--- src/rtl/cursor_update_scheduler.sv ---
// PS/2 make-code decoder feeding a small command FIFO; one queued cursor
// command is applied per frame strobe to the cursor position/colour registers.
//
// state   | meaning
// S_MAKE  | waiting for a make code or an F0 break prefix
// S_BREAK | F0 seen; the next valid byte is the released key and is dropped
module cursor_update_scheduler #(
  parameter int unsigned FIFO_DEPTH = 4,
  parameter logic [9:0]  X_STEP     = 10'd32,
  parameter logic [9:0]  X_MAX      = 10'd96,
  parameter logic [9:0]  Y_MAX      = 10'd64
) (
  input  logic       Clock,
  input  logic       Reset,
  input  logic [7:0] iScanCode,
  input  logic       iScanValid,
  input  logic       iFrameStart,
  output logic [9:0] oXRedCounter,
  output logic [9:0] oYRedCounter,
  output logic [2:0] oColorCuadro,
  output logic [2:0] oPending,
  output logic       oOverflow
);

  localparam int unsigned AW   = (FIFO_DEPTH > 1) ? $clog2(FIFO_DEPTH) : 1;
  localparam logic [2:0]  FULL = 3'(FIFO_DEPTH);

  typedef enum logic {S_MAKE, S_BREAK} state_t;
  typedef enum logic [2:0] {CMD_LEFT, CMD_RIGHT, CMD_UP, CMD_DOWN, CMD_COLOR} cmd_t;

  state_t          r_state, w_state_next;
  cmd_t            w_cmd;
  logic            w_cmd_valid;
  cmd_t            r_mem [FIFO_DEPTH];
  logic [AW-1:0]   r_wr_ptr, r_rd_ptr;
  logic [2:0]      r_count;
  logic [9:0]      r_x, r_y;
  logic [2:0]      r_color;
  logic            r_overflow;
  logic            w_pop, w_push, w_full;
  cmd_t            w_pop_cmd;

  // State register
  always_ff @(posedge Clock or posedge Reset) begin
    if (Reset) r_state <= S_MAKE;
    else       r_state <= w_state_next;
  end

  // Next-state logic
  always_comb begin
    w_state_next = r_state;
    if (iScanValid) begin
      case (r_state)
        S_MAKE:  if (iScanCode == 8'hF0) w_state_next = S_BREAK;
        S_BREAK: w_state_next = S_MAKE;
        default: w_state_next = S_MAKE;
      endcase
    end
  end

  // Output logic: command decode, only in S_MAKE (E0 simply falls to default)
  always_comb begin
    w_cmd_valid = 1'b0;
    w_cmd       = CMD_LEFT;
    if (iScanValid && r_state == S_MAKE) begin
      case (iScanCode)
        8'h6B:   begin w_cmd_valid = 1'b1; w_cmd = CMD_LEFT;  end
        8'h74:   begin w_cmd_valid = 1'b1; w_cmd = CMD_RIGHT; end
        8'h75:   begin w_cmd_valid = 1'b1; w_cmd = CMD_UP;    end
        8'h72:   begin w_cmd_valid = 1'b1; w_cmd = CMD_DOWN;  end
        8'h29:   begin w_cmd_valid = 1'b1; w_cmd = CMD_COLOR; end
        default: begin w_cmd_valid = 1'b0; w_cmd = CMD_LEFT;  end
      endcase
    end
  end

  assign w_full    = (r_count == FULL);
  assign w_pop     = iFrameStart && (r_count != 3'd0);
  // A full FIFO still accepts a push when a pop frees the slot in the same edge.
  assign w_push    = w_cmd_valid && (!w_full || w_pop);
  // Read is taken from the stored entry, so an empty FIFO never bypasses.
  assign w_pop_cmd = r_mem[r_rd_ptr];

  always_ff @(posedge Clock) begin
    if (w_push) r_mem[r_wr_ptr] <= w_cmd;
  end

  always_ff @(posedge Clock or posedge Reset) begin
    if (Reset) begin
      r_wr_ptr   <= '0;
      r_rd_ptr   <= '0;
      r_count    <= 3'd0;
      r_overflow <= 1'b0;
    end else begin
      if (w_push) r_wr_ptr <= r_wr_ptr + 1'b1;
      if (w_pop)  r_rd_ptr <= r_rd_ptr + 1'b1;
      if (w_push && !w_pop)      r_count <= r_count + 3'd1;
      else if (w_pop && !w_push) r_count <= r_count - 3'd1;
      if (w_cmd_valid && !w_push) r_overflow <= 1'b1;
    end
  end

  // Saturating moves compare against the headroom so no sum can wrap.
  always_ff @(posedge Clock or posedge Reset) begin
    if (Reset) begin
      r_x     <= 10'd0;
      r_y     <= 10'd0;
      r_color <= 3'b001;
    end else if (w_pop) begin
      case (w_pop_cmd)
        CMD_LEFT:  r_x <= (r_x >= X_STEP) ? r_x - X_STEP : 10'd0;
        CMD_RIGHT: r_x <= (X_MAX - r_x >= X_STEP) ? r_x + X_STEP : X_MAX;
        CMD_UP:    r_y <= (r_y >= X_STEP) ? r_y - X_STEP : 10'd0;
        CMD_DOWN:  r_y <= (Y_MAX - r_y >= X_STEP) ? r_y + X_STEP : Y_MAX;
        CMD_COLOR: r_color <= r_color + 3'd1;
        default:   r_color <= r_color;
      endcase
    end
  end

  assign oXRedCounter = r_x;
  assign oYRedCounter = r_y;
  assign oColorCuadro = r_color;
  assign oPending     = r_count;
  assign oOverflow    = r_overflow;

endmodule

--- config.mk ---
export PLATFORM = sky130hd
export DESIGN_NAME = cursor_update_scheduler
export DESIGN_NICKNAME = d
export VERILOG_FILES = /design/src/rtl/cursor_update_scheduler.sv
export SDC_FILE = /design/constraint.sdc
export NUM_CORES = 1
export LEC_CHECK = 0
export ABC_AREA = 1
export BUFFER_PORTS_ARGS = -buffer_cell sky130_fd_sc_hd__buf_2
export CORE_MARGIN = 2
export CORE_UTILIZATION = 38
export CTS_CLUSTER_SIZE = 24
export DETAILED_ROUTE_END_ITERATION = 10
export HOLD_SLACK_MARGIN = 0.1
export SLEW_MARGIN = 10
export SYNTH_ARGS = -nofsm -noshare
export SYNTH_HDL_FRONTEND = slang
export SYNTH_SLANG_ARGS = --single-unit
--- constraint.sdc ---
create_clock -name Clock -period 3.7 [get_ports Clock]
set_input_delay 0.555 -clock Clock [delete_from_list [all_inputs] [get_ports Clock]]
set_output_delay 0.555 -clock Clock [all_outputs]
set_load 0.01 [all_outputs]
# Yosys cells after proc, flatten, opt, wreduce, memory -nomap -nowiden

Memory sizes are Yosys's and may differ from the RTL's.
Cells that the tools add are included.

$lt $le $gt $ge: 4
Equal/unequal tests: 11
Bitwise logic cells: 1
Multiplexer cells: 16
Reductions and logical operators: 19
$add $sub $neg: 11

Operators by type and width:

| kind                    | count |
|---|---|
| $ge A10 B6 Y1 const B   | 4 |
| $mux W10                | 4 |
| $pmux W10 S2            | 2 |
| $eq A8 B7 Y1 const B    | 4 |
| $add A10 B6 Y10 const B | 2 |
| $sub A10 B6 Y10 const B | 2 |
| $sub A7 B10 Y10 const A | 2 |
| $pmux W3 S4             | 1 |
| $mux W3                 | 3 |
| $eq A8 B6 Y1 const B    | 1 |
| $eq A8 B8 Y1 const B    | 1 |
| $add A3 B1 Y3 const B   | 2 |
| $eq A3 B2 Y1 const B    | 2 |
| $eq A3 B3 Y1 const B    | 2 |
| $logic_and A1 B1 Y1     | 6 |
| $reduce_and A2 Y1       | 3 |
| $reduce_bool A2 Y1      | 3 |
| $mux W1                 | 5 |
| $reduce_or A5 Y1        | 1 |
| $add A2 B1 Y2 const B   | 2 |
| $eq A3 B1 Y1 const B    | 1 |
| $logic_not A1 Y1        | 3 |
| $logic_not A3 Y1        | 1 |
| $reduce_bool A3 Y1      | 1 |
| other kinds (4)         | 4 |

Bits in writable memories: 12
Input port bits: 12
Memories kept: 1
Register bits: 32

Memories:

| memory | words | bits a word | rd ports | clocked after memory_dff | write ports | RTL line | RTL |
|---|---|---|---|---|---|---|---|
| r_mem  | 4     | 3           | 1        | 0                        | 1           | 34       | `cmd_t r_mem [FIFO_DEPTH];` |

# Logic depth before layout (Yosys ltp)

Gate-level depths: netlist (run 1).

Depth after elaboration: 9
Gate-level depth with buffers: 14

# Worst setup path after synthesis (run 1)

OpenSTA, ideal clock, no wires.

Kind: input to register
From: input port iScanCode[2]
To: register r_count[2], in the netlist oPending[2]
Setup time: 0.131 ns
Path slack: 1.418 ns
Data required time: 3.569 ns
Data arrival time: 2.151 ns
Stages: 12
Cell sequence: nor2_1 > nand3_1 > or2_0 > nand3_2 > nand3_2 > inv_1 > ha_1 > inv_1 > fa_1 > a21oi_1 > o21ai_0 > xor2_1

Cells in the longest elaborated chain, start to end: 8
Elaborated cells on any way between the ends: 14
Those cells by class: 5 x eq/ne; 3 x mux; 6 x reduce/logical

RTL lines:

| item                                         | RTL line | RTL |
|---|---|---|
| start: declaration                           | 15       | `input logic [7:0] iScanCode,` |
| $eq A8 B6 Y1 or $eq A8 B7 Y1 (tied branches) | 66       | `case (iScanCode)` |
| $reduce_or A5 Y1 (no line) *                 | --       |  |
| $mux W1 *                                    | 66       |  |
| $mux W1 *                                    | 65       | `if (iScanValid && r_state == S_MAKE) begin` |
| $logic_and A1 B1 Y1 *                        | 80       | `assign w_push = w_cmd_valid && (!w_full \|\| w_pop);` |
| net w_push                                   | 40       | `logic w_pop, w_push, w_full;` |
| $logic_not A1 Y1                             | 98       | `else if (w_pop && !w_push) r_count <= r_count - 3'd1;` |
| $logic_and A1 B1 Y1                          | 98       |  |
| $reduce_bool A2 Y1 (no line)                 | --       |  |
| end signal: assignment                       | 97       | `if (w_push && !w_pop) r_count <= r_count + 3'd1;` |
| end signal: assignment                       | 98       |  |
| end: declaration                             | 36       | `logic [2:0] r_count;` |

The timed path passes the listed nets; every way through them passes the cells marked *.
A chain may end at the register's enable or synchronous reset.

# Worst setup path in the final report (run 1)

Ends and elaborated chain as after synthesis.

==> summary.txt, run 1 <==
Job
  • Max Cap Viol: 0

Global route
  • Largest net degree at the start of global routing: 23
  • GRT Util Overall: 12.92%
  • First-pass GRT wire length: 7.776 mm
  • Vias in the first global route: 1,780
  • Initial antenna violation count: 0
  • Total gr overflow: 0

Run status
  • Status: finished clean

Place
  • Cell Area, Placed: 0.002711 mm^2
  • Place WS: 1.111 ns
  • Routability cong.: 0.7987
  • Final HPWL DP: 3.414 mm
  • I/O Buffers: 28

Worst setup path
  • Critical R2R Capture: oPending[1]
  • Worst EP arrival: 2.45 ns
  • Setup crit start kind: input pin
  • CP cell instances: buf_2 > nor2_1 > nand3_1 > or2_0 > nand3_2 > nand3_2 > inv_1 > ha_1 > inv_1 > fa_1 > a21oi_1 > o21ai_0 > xor2_1
  • CP max FO: 7
  • Reg2Reg Depth: 8
  • Crit Path Class: input pin to flip-flop
  • Slowest Stage Delay on Critical Path: 0.39 ns
  • CP required: 3.86 ns
  • CP max stage cell: fa_1
  • Worst r2r src: oPending[0]
  • R2R setup slack: 1.51 ns
  • Crit end category: flip-flop

Yosys
  • Synth cell count leaders: nand2_1, inv_1, nor2_1
  • Predominant post-synthesis flop cell: dfrtp_1
  • Asr flop ratio synth: 64.71%
  • EDFF count, synth: 12
  • Flops & latches, synth: 34
  • Largest cells by area after synthesis: dfrtp_1, edfxtp_1, nand2_1
  • Yosys cell types: 43
  • Most common cell in the netlist: nand2_1
  • Mapped cell area: 0.002549 mm^2
  • Share of the synthesized area in the top cell type: 20.62%
  • Sequential element share of the synthesized area: 35.79%
  • Synthesized area per cell: 8.275 um^2
  • Cell taking the most area after synthesis: dfrtp_1
  • Post-Syn Instances: 308
  • Syn. warnings: 0

Power
  • PD cells: 745.5 mW/mm^2
  • Gate power share: 52.1%
  • Worst VDD drop: 0.3693 mV
  • Clock power frac: 16.4%
  • Switching Share: 46.93%
  • Net switching power: 0.9885 mW
  • Leakage power: 1.410 nW
  • Int Pwr: 1.118 mW
  • Sequential power share: 31.5%

Clocking
  • PostCTS Resize Cnt: 0
  • Root Driver: clkbuf_8
  • Clock input transition at the sequential cells of the worst setup and hold paths: 0.08 ns
  • H-tree depth: 2
  • Post-CTS setup buffers: 0
  • CTS tree: yes
  • Clock sink count: 34
  • # hold bufs at CTS: 0
  • Max Root-Sink Buffers: 2
  • CTS Buf Count: 5
  • Worst skew pair latency: 0.29 ns

Floorplan
  • Core ar.: 0.006422 mm^2
  • Initial Utilization: 39.68%
  • Die width: 85.90 um
  • Std-Cell Rows: 29
  • DIE AREA: 0.007378 mm^2
  • Die height: 85.90 um
  • Ports: 39

STA
  • Clk_skew: 0.008786 ns
  • Final setup violation count: 0
  • Worst setup margin: 1.409 ns
  • Fin. Hold Viols: 0
  • Slew HR: 41.39%
  • Fmax: 0.4366 GHz
  • Fin crit share: 61.91%
  • Slew @ Worst Pin: 0.8781 ns
  • Min Tclk post-route: 2.291 ns
  • RSZ-0062 raised after global routing: false
  • Final Slew Violations: 0
  • Setup TNS: 0 ns

Detailed routing
  • Routed Antenna Nets: 0
  • DR pass1 iterations: 6
  • Drt via density: 4.661
  • Post-route DRC violation count: 0
  • 1st-iter DRT viols: 41
  • Final wirelength: 4.367 mm
  • Vias post-DR: 1,939
  • Drt wl/cell: 10.50 um

Layout
  • # diodes: 0
  • Nets@finish: 363
  • Share of cells above drive strength 1: 23.60%
  • Area grow syn2layout: 10.85%
  • Design area: 0.002825 mm^2

Hold path
  • HP Class: input pin to async pin
-- metrics by stage --
step	power (mW)	hold WS, ns	utilization (%)	cells
final	2.106	0.4386	43.99	416
after global routing	2.318	0.4831	43.99	416
after CTS	2.136	0.4728	43.99	416
after detailed placement	1.779	0.4613	42.22	408
after global placement	1.770	0.4552	42.22	408
after floorplan	1.569	0.4537	-	317
-- layout by cell type, fill, tap and decap left out, types with 2 or more instances in the layout --
| cell type | n |
|---|---|
| a21oi_1 | 10 |
| buf_2 | 28 |
| clkbuf_8 | 5 |
| clkinvlp_4 | 2 |
| conb_1 | 10 |
| dfrtp_1 | 21 |
| edfxtp_1 | 12 |
| ha_1 | 12 |
| inv_1 | 35 |
| inv_2 | 3 |
| nand2_1 | 69 |
| nand2_2 | 7 |
| nand2_4 | 10 |
| nand3_1 | 25 |
| nand3_2 | 4 |
| nand3_4 | 4 |
| nand4_1 | 6 |
| nor2_1 | 32 |
| nor2_2 | 2 |
| nor2_4 | 2 |
| o21ai_0 | 5 |
| o21ai_2 | 2 |
| xnor2_1 | 4 |
| xor2_1 | 9 |
-- worst max-delay path by stage --
stage                  from     endpoint  slack (ns)
4_1_cts        iScanCode[2]  oPending[2]        1.41
6_report       iScanCode[2]  oPending[2]        1.41
3_3_place_gp   iScanCode[2]  oPending[2]        1.20
5_1_grt        iScanCode[2]  oPending[2]        1.24
2_1_floorplan  iScanCode[2]  oPending[2]        1.42
3_5_place_dp   iScanCode[2]  oPending[2]        1.11
-- cell type report --
type                    count  area [um^2]
inverters                  41        165.2
clock buffers               5        68.82
fillers                   648         3597
clock inverters             3        45.04
flip-flops and latches     34        912.1
well taps                  77        96.34
multi-input cells         228         1398
repair buffers             28        140.1
-- power groups by stage --
stage          clock [mW]  combinational (mW)  sequential [mW]
2_1_floorplan           0               0.924            0.645
3_3_place_gp            0                1.10            0.673
3_5_place_dp            0                1.11            0.673
4_1_cts             0.358                1.11            0.666
5_1_grt             0.370                1.26            0.692
6_report            0.346                1.10            0.663
-- state kept, by name, summed over array words and instances (netlist names) --
name and flops:
r_wr_ptr 2, oOverflow 1, oYRedCounter 5, r_rd_ptr 2, oColorCuadro 3, r_mem 12, r_state 1, oPending 3
oXRedCounter 5
-- logic make-up after synthesis --
kind of cell             after synthesis  synth area share (%)
AND/OR/NAND/NOR                      167                 35.64
buffers and inverters                 55                 10.70
flip-flops                            34                 35.79
AO/OA/AOI/OAI                         24                 6.137
adder cells (fa/ha/maj)               13                 6.676
XOR/XNOR                              13                 4.467
other                                  1                0.1471
multiplexers                           1                0.4418
-- routing by layer --
layer	global-route usage, %	up-vias	share of wire [%]
li1	-	1017	-
met1	16.53	871	45
met2	21.99	46	49
met3	3.176	5	5.1
met4	3.030	0	0.85
met5	0	-	0
-- worst max-delay path: cells and delay by family --
| family | cells | cell delay (ns) |
|---|---|---|
| buf+inv | 3 | 0.28 |
| compound gates | 2 | 0.25 |
| fa+ha+maj | 2 | 0.53 |
| xor+xnor | 1 | 0.15 |
| simple gates | 5 | 0.69 |
No activity file was read; power rests on OpenSTA's default activity.
==> inputs of run 2 (changes only) <==
==> constraint.sdc (replaced) <==
create_clock -name Clock -period 2.3 [get_ports Clock]
set_input_delay 0.345 -clock Clock [delete_from_list [all_inputs] [get_ports Clock]]
set_output_delay 0.345 -clock Clock [all_outputs]
set_load 0.01 [all_outputs]
==> run 2 against run 1 <==
The run now ends with DRC left; non-clock buffer count up 6; critical path depth down 4; combinational power up 64%; wire length up 3.4%; sequential power up 60%; utilization up 0.68 points; cell count up 1.4%; first-iteration DRC count up 41%; final area up 1.5%; count of clock-buffer cells in the layout up 1; largest power group unchanged.
==> summary.txt, run 2 (synthesized netlist as in run 1, its figures left out) <==
Detailed routing
  • Drt via density: 4.602 (-1.3%)
  • Drt wl/cell: 10.70 um (+1.9%)
  • Final wirelength: 4.516 mm (+3.4%)
  • Routed Antenna Nets: 0 (unchanged)
  • Post-route DRC violation count: 2 (+2)
  • Vias post-DR: 1,942 (+0.15%)
  • DR pass1 iterations: 8 (+2)
  • 1st-iter DRT viols: 58 (+41%)

Hold path
  • HP Class: input pin to flip-flop

Power
  • Int Pwr: 1.819 mW (+63%)
  • Net switching power: 1.591 mW (+61%)
  • Gate power share: 52.7% (+0.6 points)
  • Switching Share: 46.66% (-0.27 points)
  • Leakage power: 1.438 nW (+2.0%)
  • Sequential power share: 31.2% (-0.3 points)
  • Worst VDD drop: 0.5918 mV (+60%)
  • PD cells: 1189 mW/mm^2 (+59%)
  • Clock power frac: 16.2% (-0.2 points)

Global route
  • Initial antenna violation count: 0 (unchanged)
  • Vias in the first global route: 1,783 (+0.17%)
  • GRT Util Overall: 13.16% (+0.24 points)
  • Largest net degree at the start of global routing: 23 (unchanged)
  • Total gr overflow: 0 (unchanged)
  • First-pass GRT wire length: 7.748 mm (-0.36%)

Clocking
  • Clock input transition at the sequential cells of the worst setup and hold paths: 0.07 ns (about the same)
  • Clock sink count: 34 (unchanged)
  • CTS tree: yes
  • Max Root-Sink Buffers: 2 (unchanged)
  • Root Driver: clkbuf_8
  • Post-CTS setup buffers: 0 (unchanged)
  • CTS Buf Count: 5 (unchanged)
  • Worst skew pair latency: 0.29 ns (about the same)
  • H-tree depth: 2 (unchanged)

Worst setup path
  • CP max FO: 4 (-3)
  • CP max stage cell: dfrtp_1
  • Crit end category: flip-flop
  • Buffers & Inverters on Critical Path: 2 (-1)
  • CP cell instances: nor2_1 > a21oi_4 > inv_2 > ha_1 > inv_1 > fa_1 > a21oi_1 > o21ai_0 > xor2_1
  • Worst EP arrival: 2.23 ns (-0.22 ns)
  • Delay-heaviest family, CP: adder cells
  • Crit Path Class: flip-flop to flip-flop
  • Setup crit start kind: flip-flop
  • CP required: 2.48 ns (-1.38 ns)
  • Slowest Stage Delay on Critical Path: 0.42 ns (+0.03 ns)

STA
  • Clk_skew: 0.003533 ns (-0.005253 ns)
  • Fin crit share: 89.21%
  • RSZ-0062 raised after global routing: false
  • Slew @ Worst Pin: 0.5134 ns (-0.3647 ns)
  • Slew HR: 65.56% (+24 points)
  • Min Tclk post-route: 2.052 ns
  • Final setup violation count: 0 (unchanged)
  • Hold WS: 0.3241 ns (-0.1146 ns)
  • Setup TNS: 0 ns (unchanged)
  • Fmax: 0.4874 GHz
  • Final Slew Violations: 0 (unchanged)
  • Fin. Hold Viols: 0 (unchanged)

Layout
  • Most frequent cells in the layout: nand2_1, inv_1, nor2_1
  • Commonest non-fill, non-tap cell in the layout: nand2_1
  • # diodes: 0 (unchanged)
  • Share of cells above drive strength 1: 24.35% (+0.75 points)
  • Most flops, register: r_mem
  • Nets@finish: 369 (+1.7%)
  • Max reg flops: 12 (unchanged)
  • Area grow syn2layout: 12.57%

Place
  • I/O Buffers: 28 (unchanged)
  • Routability cong.: 0.7762 (-2.8%)
  • Final HPWL DP: 3.521 mm (+3.2%)

Floorplan
  • Die height: 85.90 um (unchanged)
  • Initial Utilization: 39.68% (unchanged)
  • Core ar.: 0.006422 mm^2 (unchanged)
  • Ports: 39 (unchanged)
  • Std-Cell Rows: 29 (unchanged)
  • Die width: 85.90 um (unchanged)
  • DIE AREA: 0.007378 mm^2 (unchanged)

Job
  • Max Cap Viol: 0 (unchanged)

Run status
  • Failing checks: DRC
  • Status: complete, but fails checks
-- run 2: worst register-to-register path: cells and delay by family, from the launching register on --
family	cells	cell delay, ns
AO/OA/AOI/OAI	3	0.35
adder cells (fa/ha/maj)	2	0.56
AND/OR/NAND/NOR	1	0.22
flip-flops	1	0.42
buffers and inverters	2	0.23
XOR/XNOR	1	0.15
-- run 2: through the flow --
| stage | utilization, % | instances | cell area [um^2] | power [mW] | setup slack [ns] |
|---|---|---|---|---|---|
| after floorplan | - | 317 | 2582 | 2.524 | 0.2280 |
| after global placement | 42.80 | 413 | 2749 | 2.871 | 0.09680 |
| after detailed placement | 42.80 | 413 | 2749 | 2.884 | 0.03274 |
| after CTS | 44.67 | 422 | 2869 | 3.465 | 0.2209 |
| after global routing | 44.67 | 422 | 2869 | 3.719 | 0.06037 |
| final | 44.67 | 422 | 2869 | 3.411 | 0.2482 |
-- run 2: worst paths after layout --
kind	startpoint	endpoint	slack (ns)	cells past startpoint
worst max register to register	oPending[1]	oPending[2]	0.25	9
worst min register to register	oColorCuadro[2]	oColorCuadro[2]	0.47	1
worst max-delay path	oPending[1]	oPending[2]	0.25	9
worst min-delay path	iScanValid	r_state	0.32	4
max in group asynchronous	Reset	oColorCuadro[0]	1.39	4
min in group asynchronous	Reset	oPending[0]	0.63	4
-- run 2: timing repair --
action                    4_1_cts  5_1_grt
hold buffers                    1        0
hold endpoints to repair       21        0
resized for setup               0        0
-- run 2: layer usage --
layer / vias to the layer above / GRT usage, % / routed length (um) / share of wire, %
met5: - / 0 / 0 / 0
met4: 0 / 4.329 / 65 / 1.4
met3: 6 / 3.465 / 188 / 4.2
met2: 37 / 22.41 / 2216 / 49
met1: 868 / 16.16 / 2046 / 45
li1: 1031 / - / - / -
-- run 2: cell type report --
cell class              instances  area (um^2)
clock inverters                 2        37.54
well taps                      77        96.34
inverters                      41        165.2
clock buffers                   6        72.57
flip-flops and latches         34        912.1
fillers                       649         3553
repair buffers                 34        187.7
multi-input cells             228         1398
-- run 2: power by group through the flow --
stage                     logic, mW  clock network, mW  registers [mW]
after floorplan                1.49                  0            1.04
after global placement         1.80                  0            1.07
after detailed placement       1.81                  0            1.08
after CTS                      1.82              0.576            1.07
after global routing           2.02              0.592            1.10
final                          1.80              0.551            1.06
==> inputs of run 3 (changes only) <==
--- a/config.mk
+++ b/config.mk
@@ -5,7 +5,6 @@
 export SDC_FILE = /design/constraint.sdc
 export NUM_CORES = 1
 export LEC_CHECK = 0
-export ABC_AREA = 1
 export BUFFER_PORTS_ARGS = -buffer_cell sky130_fd_sc_hd__buf_2
 export CORE_MARGIN = 2
 export CORE_UTILIZATION = 38
==> run 3 against run 2 <==
The run now ends clean; wire length is 12% lower; sequential share of layout area is 2.8 points higher; clock power is 24% higher; die area is 14% lower; utilization is 3.3 points higher; area after synthesis is 15% lower; worst hold slack worse by 0.064 ns; sequential power is 8% lower; combinational power is 23% lower; sequential cell count stayed put; worst setup slack worse by 0.10 ns; largest cell class unchanged; highest routed layer unchanged.
==> summary.txt, run 3 <==
Worst setup path
  • Crit Path Class: flip-flop to flip-flop
  • Worst EP arrival: 2.33 ns (+0.10 ns)
  • CP max stage cell: or4b_4
  • Buffers & Inverters on Critical Path: 1 (-1)
  • CP max FO: 2 (-2)
  • Setup crit start kind: flip-flop
  • Slowest Stage Delay on Critical Path: 0.54 ns (+0.12 ns)
  • CP required: 2.48 ns (about the same)
  • CP cell instances: or4b_4 > nor2b_2 > ha_4 > inv_1 > fa_2 > mux2_2
  • Crit end category: flip-flop
  • Delay-heaviest family, CP: simple AND/OR/NAND/NOR gates

Layout
  • Area grow syn2layout: 22.22%
  • Share of cells above drive strength 1: 27.86% (+3.5 points)
  • Max reg flops: 12 (unchanged)
  • Nets@finish: 286 (-22%)
  • Most flops, register: r_mem
  • Most frequent cells in the layout: buf_2, dfrtp_1, buf_4
  • Final cell count without fillers: 334 (-21%)
  • # diodes: 0 (unchanged)
  • Commonest non-fill, non-tap cell in the layout: buf_2

Detailed routing
  • Routed Antenna Nets: 0 (unchanged)
  • Final wirelength: 3.971 mm (-12%)
  • DR pass1 iterations: 4 (-4)
  • Drt via density: 4.847 (+5.3%)
  • 1st-iter DRT viols: 41 (-29%)
  • Drt wl/cell: 11.89 um (+11%)
  • Post-route DRC violation count: 0 (-2)
  • Vias post-DR: 1,619 (-17%)

Global route
  • Vias in the first global route: 1,575 (-12%)
  • First-pass GRT wire length: 7.231 mm (-6.7%)
  • Largest net degree at the start of global routing: 22 (-4.3%)
  • Total gr overflow: 0 (unchanged)
  • GRT Util Overall: 14.49% (+1.3 points)
  • Initial antenna violation count: 0 (unchanged)

Hold path
  • HP Class: input pin to flip-flop

STA
  • Worst setup margin: 0.1444 ns (-0.1038 ns)
  • Min Tclk post-route: 2.156 ns (+0.1038 ns)
  • Slew @ Worst Pin: 0.5565 ns (+0.04310 ns)
  • Fin. Hold Viols: 0 (unchanged)
  • Fin crit share: 93.72% (+4.5 points)
  • Fmax: 0.4639 GHz (-4.8%)
  • Final Slew Violations: 0 (unchanged)
  • Final setup violation count: 0 (unchanged)
  • Slew HR: 62.58% (-3.0 points)
  • Clk_skew: 0.007601 ns (+0.004068 ns)
  • RSZ-0062 raised after global routing: false

Yosys
  • Predominant post-synthesis flop cell: dfrtp_1
  • Yosys cell types: 52 (+21%)
  • Mapped cell area: 0.002162 mm^2 (-15%)
  • Most common cell in the netlist: dfrtp_1
  • Cell taking the most area after synthesis: dfrtp_1
  • Flops & latches, synth: 34 (unchanged)
  • Post-Syn Instances: 214 (-31%)
  • Syn. warnings: 0 (unchanged)
  • Asr flop ratio synth: 64.71% (unchanged)
  • Sequential element share of the synthesized area: 42.19% (+6.4 points)
  • Largest cells by area after synthesis: dfrtp_1, edfxtp_1, ha_1
  • Synthesized area per cell: 10.10 um^2 (+22%)
  • Synth cell count leaders: dfrtp_1, inv_1, nor2_1
  • Share of the synthesized area in the top cell type: 24.31% (+3.7 points)
  • EDFF count, synth: 12 (unchanged)

Run status
  • Status: finished clean

Floorplan
  • Die width: 79.43 um (-7.5%)
  • Core ar.: 0.005507 mm^2 (-14%)
  • DIE AREA: 0.006309 mm^2 (-14%)
  • Die height: 79.43 um (-7.5%)
  • Initial Utilization: 39.26% (-0.42 points)
  • Std-Cell Rows: 27 (-6.9%)
  • Ports: 39 (unchanged)

Clocking
  • H-tree depth: 2 (unchanged)
  • Root Driver: clkbuf_8
  • CTS Buf Count: 5 (unchanged)
  • Worst skew pair latency: 0.29 ns (about the same)
  • Post-CTS setup buffers: 0 (unchanged)
  • CTS tree: yes
  • Clock input transition at the sequential cells of the worst setup and hold paths: 0.08 ns (about the same)
  • Max Root-Sink Buffers: 2 (unchanged)
  • Clock sink count: 34 (unchanged)

Power
  • PD cells: 1157 mW/mm^2 (-2.7%)
  • Leakage power: 1.200 nW (-17%)
  • Total Power: 3.056 mW (-10%)
  • Worst VDD drop: 0.5297 mV (-10%)

Place
  • Routability cong.: 0.7665 (-1.2%)
  • Placed Cells: 325 (-21%)
  • I/O Buffers: 28 (unchanged)
  • Final HPWL DP: 3.042 mm (-14%)
  • Place WS: -0.1411 ns (-0.1739 ns)

Job
  • Max Cap Viol: 0 (unchanged)
## run 3: cell count changes after synthesis, sizes merged, moves of 4 or more
cell,before,now
inv,40,16
nand4,6,1
xor2,9,5
nand3,33,6
a31oi,0,4
nor3,1,8
nor2b,0,4
or3,0,5
and2,0,6
nand2,87,10
nor2,37,14
nand2b,0,5
## run 3: report_power, final
part | switching [mW] | total, mW | internal [mW]
Clock | 0.223 | 0.685 | 0.462
Sequential | 0.191 | 0.976 | 0.786
Combinational | 0.731 | 1.39 | 0.664
Total | 1.14 | 3.06 | 1.91
## run 3: area by class of cell
type	count	area (um^2)
Clock buffer	6	82.58
Sequential cell	34	913.4
Tap cell	72	90.09
Clock inverter	2	60.06
Multi-Input combinational cell	155	1136
Fill cell	534	2864
Inverter	16	60.06
Timing Repair Buffer	49	300.3
## run 3: timing repair
item / in CTS / in global routing
gates resized for setup: 0 / 1
endpoints found under the hold margin: 8 / 0
hold buffers: 1 / 0
endpoints found under the setup margin: 0 / 1
## run 3: worst paths after layout
kind                                 start         endpoint  slack (ns)  cells after the start
setup reg to reg               oPending[0]      oPending[1]        0.14                      6
hold reg to reg            oColorCuadro[2]  oColorCuadro[2]        0.48                      1
hold / removal                  iScanValid          r_state        0.26                      2
min in group asynchronous            Reset  oColorCuadro[1]        0.56                      3
setup / recovery               oPending[0]      oPending[1]        0.14                      6
max in group asynchronous            Reset  oColorCuadro[0]        1.14                      4
## run 3: routing by layer
metal  wire, um  up-vias  part of all wire [%]  track usage, %
met3        164        6                   4.1           3.620
met1       1821      759                    46           18.23
li1           -      827                     -               -
met5          0        -                     0               0
met4         40        0                   1.0           4.483
met2       1945       27                    49           24.45
## run 3: through the flow
stage          instance area (um^2)  hold WS, ns  util (%)  setup TNS [ns]
2_1_floorplan                  2226       0.3334         -               0
4_1_cts                        2640       0.2500     47.94               0
6_report                       2643       0.2602     47.99               0
3_5_place_dp                   2487       0.3378     45.17         -0.2425
5_1_grt                        2643       0.2597     47.99               0
3_3_place_gp                   2487       0.3377     45.17         -0.1824
## run 3: cells by family after synthesis
group           Yosys count  share of synthesized area (%)
compound gates           43                          13.60
xor+xnor                 11                          4.456
fa+ha+maj                13                          7.870
buf+inv                  34                          8.159
flops                    34                          42.19
mux                       8                          5.613
other cells               1                         0.1734
simple gates             70                          17.94
## run 3: worst reg2reg max path: cells and delay by family, from the launching register on
family | cells | cell delay, ns
DFF | 1 | 0.40
buffers and inverters | 1 | 0.07
adders and majority gates | 2 | 0.58
and+or+nand+nor | 2 | 0.73
muxes | 1 | 0.27
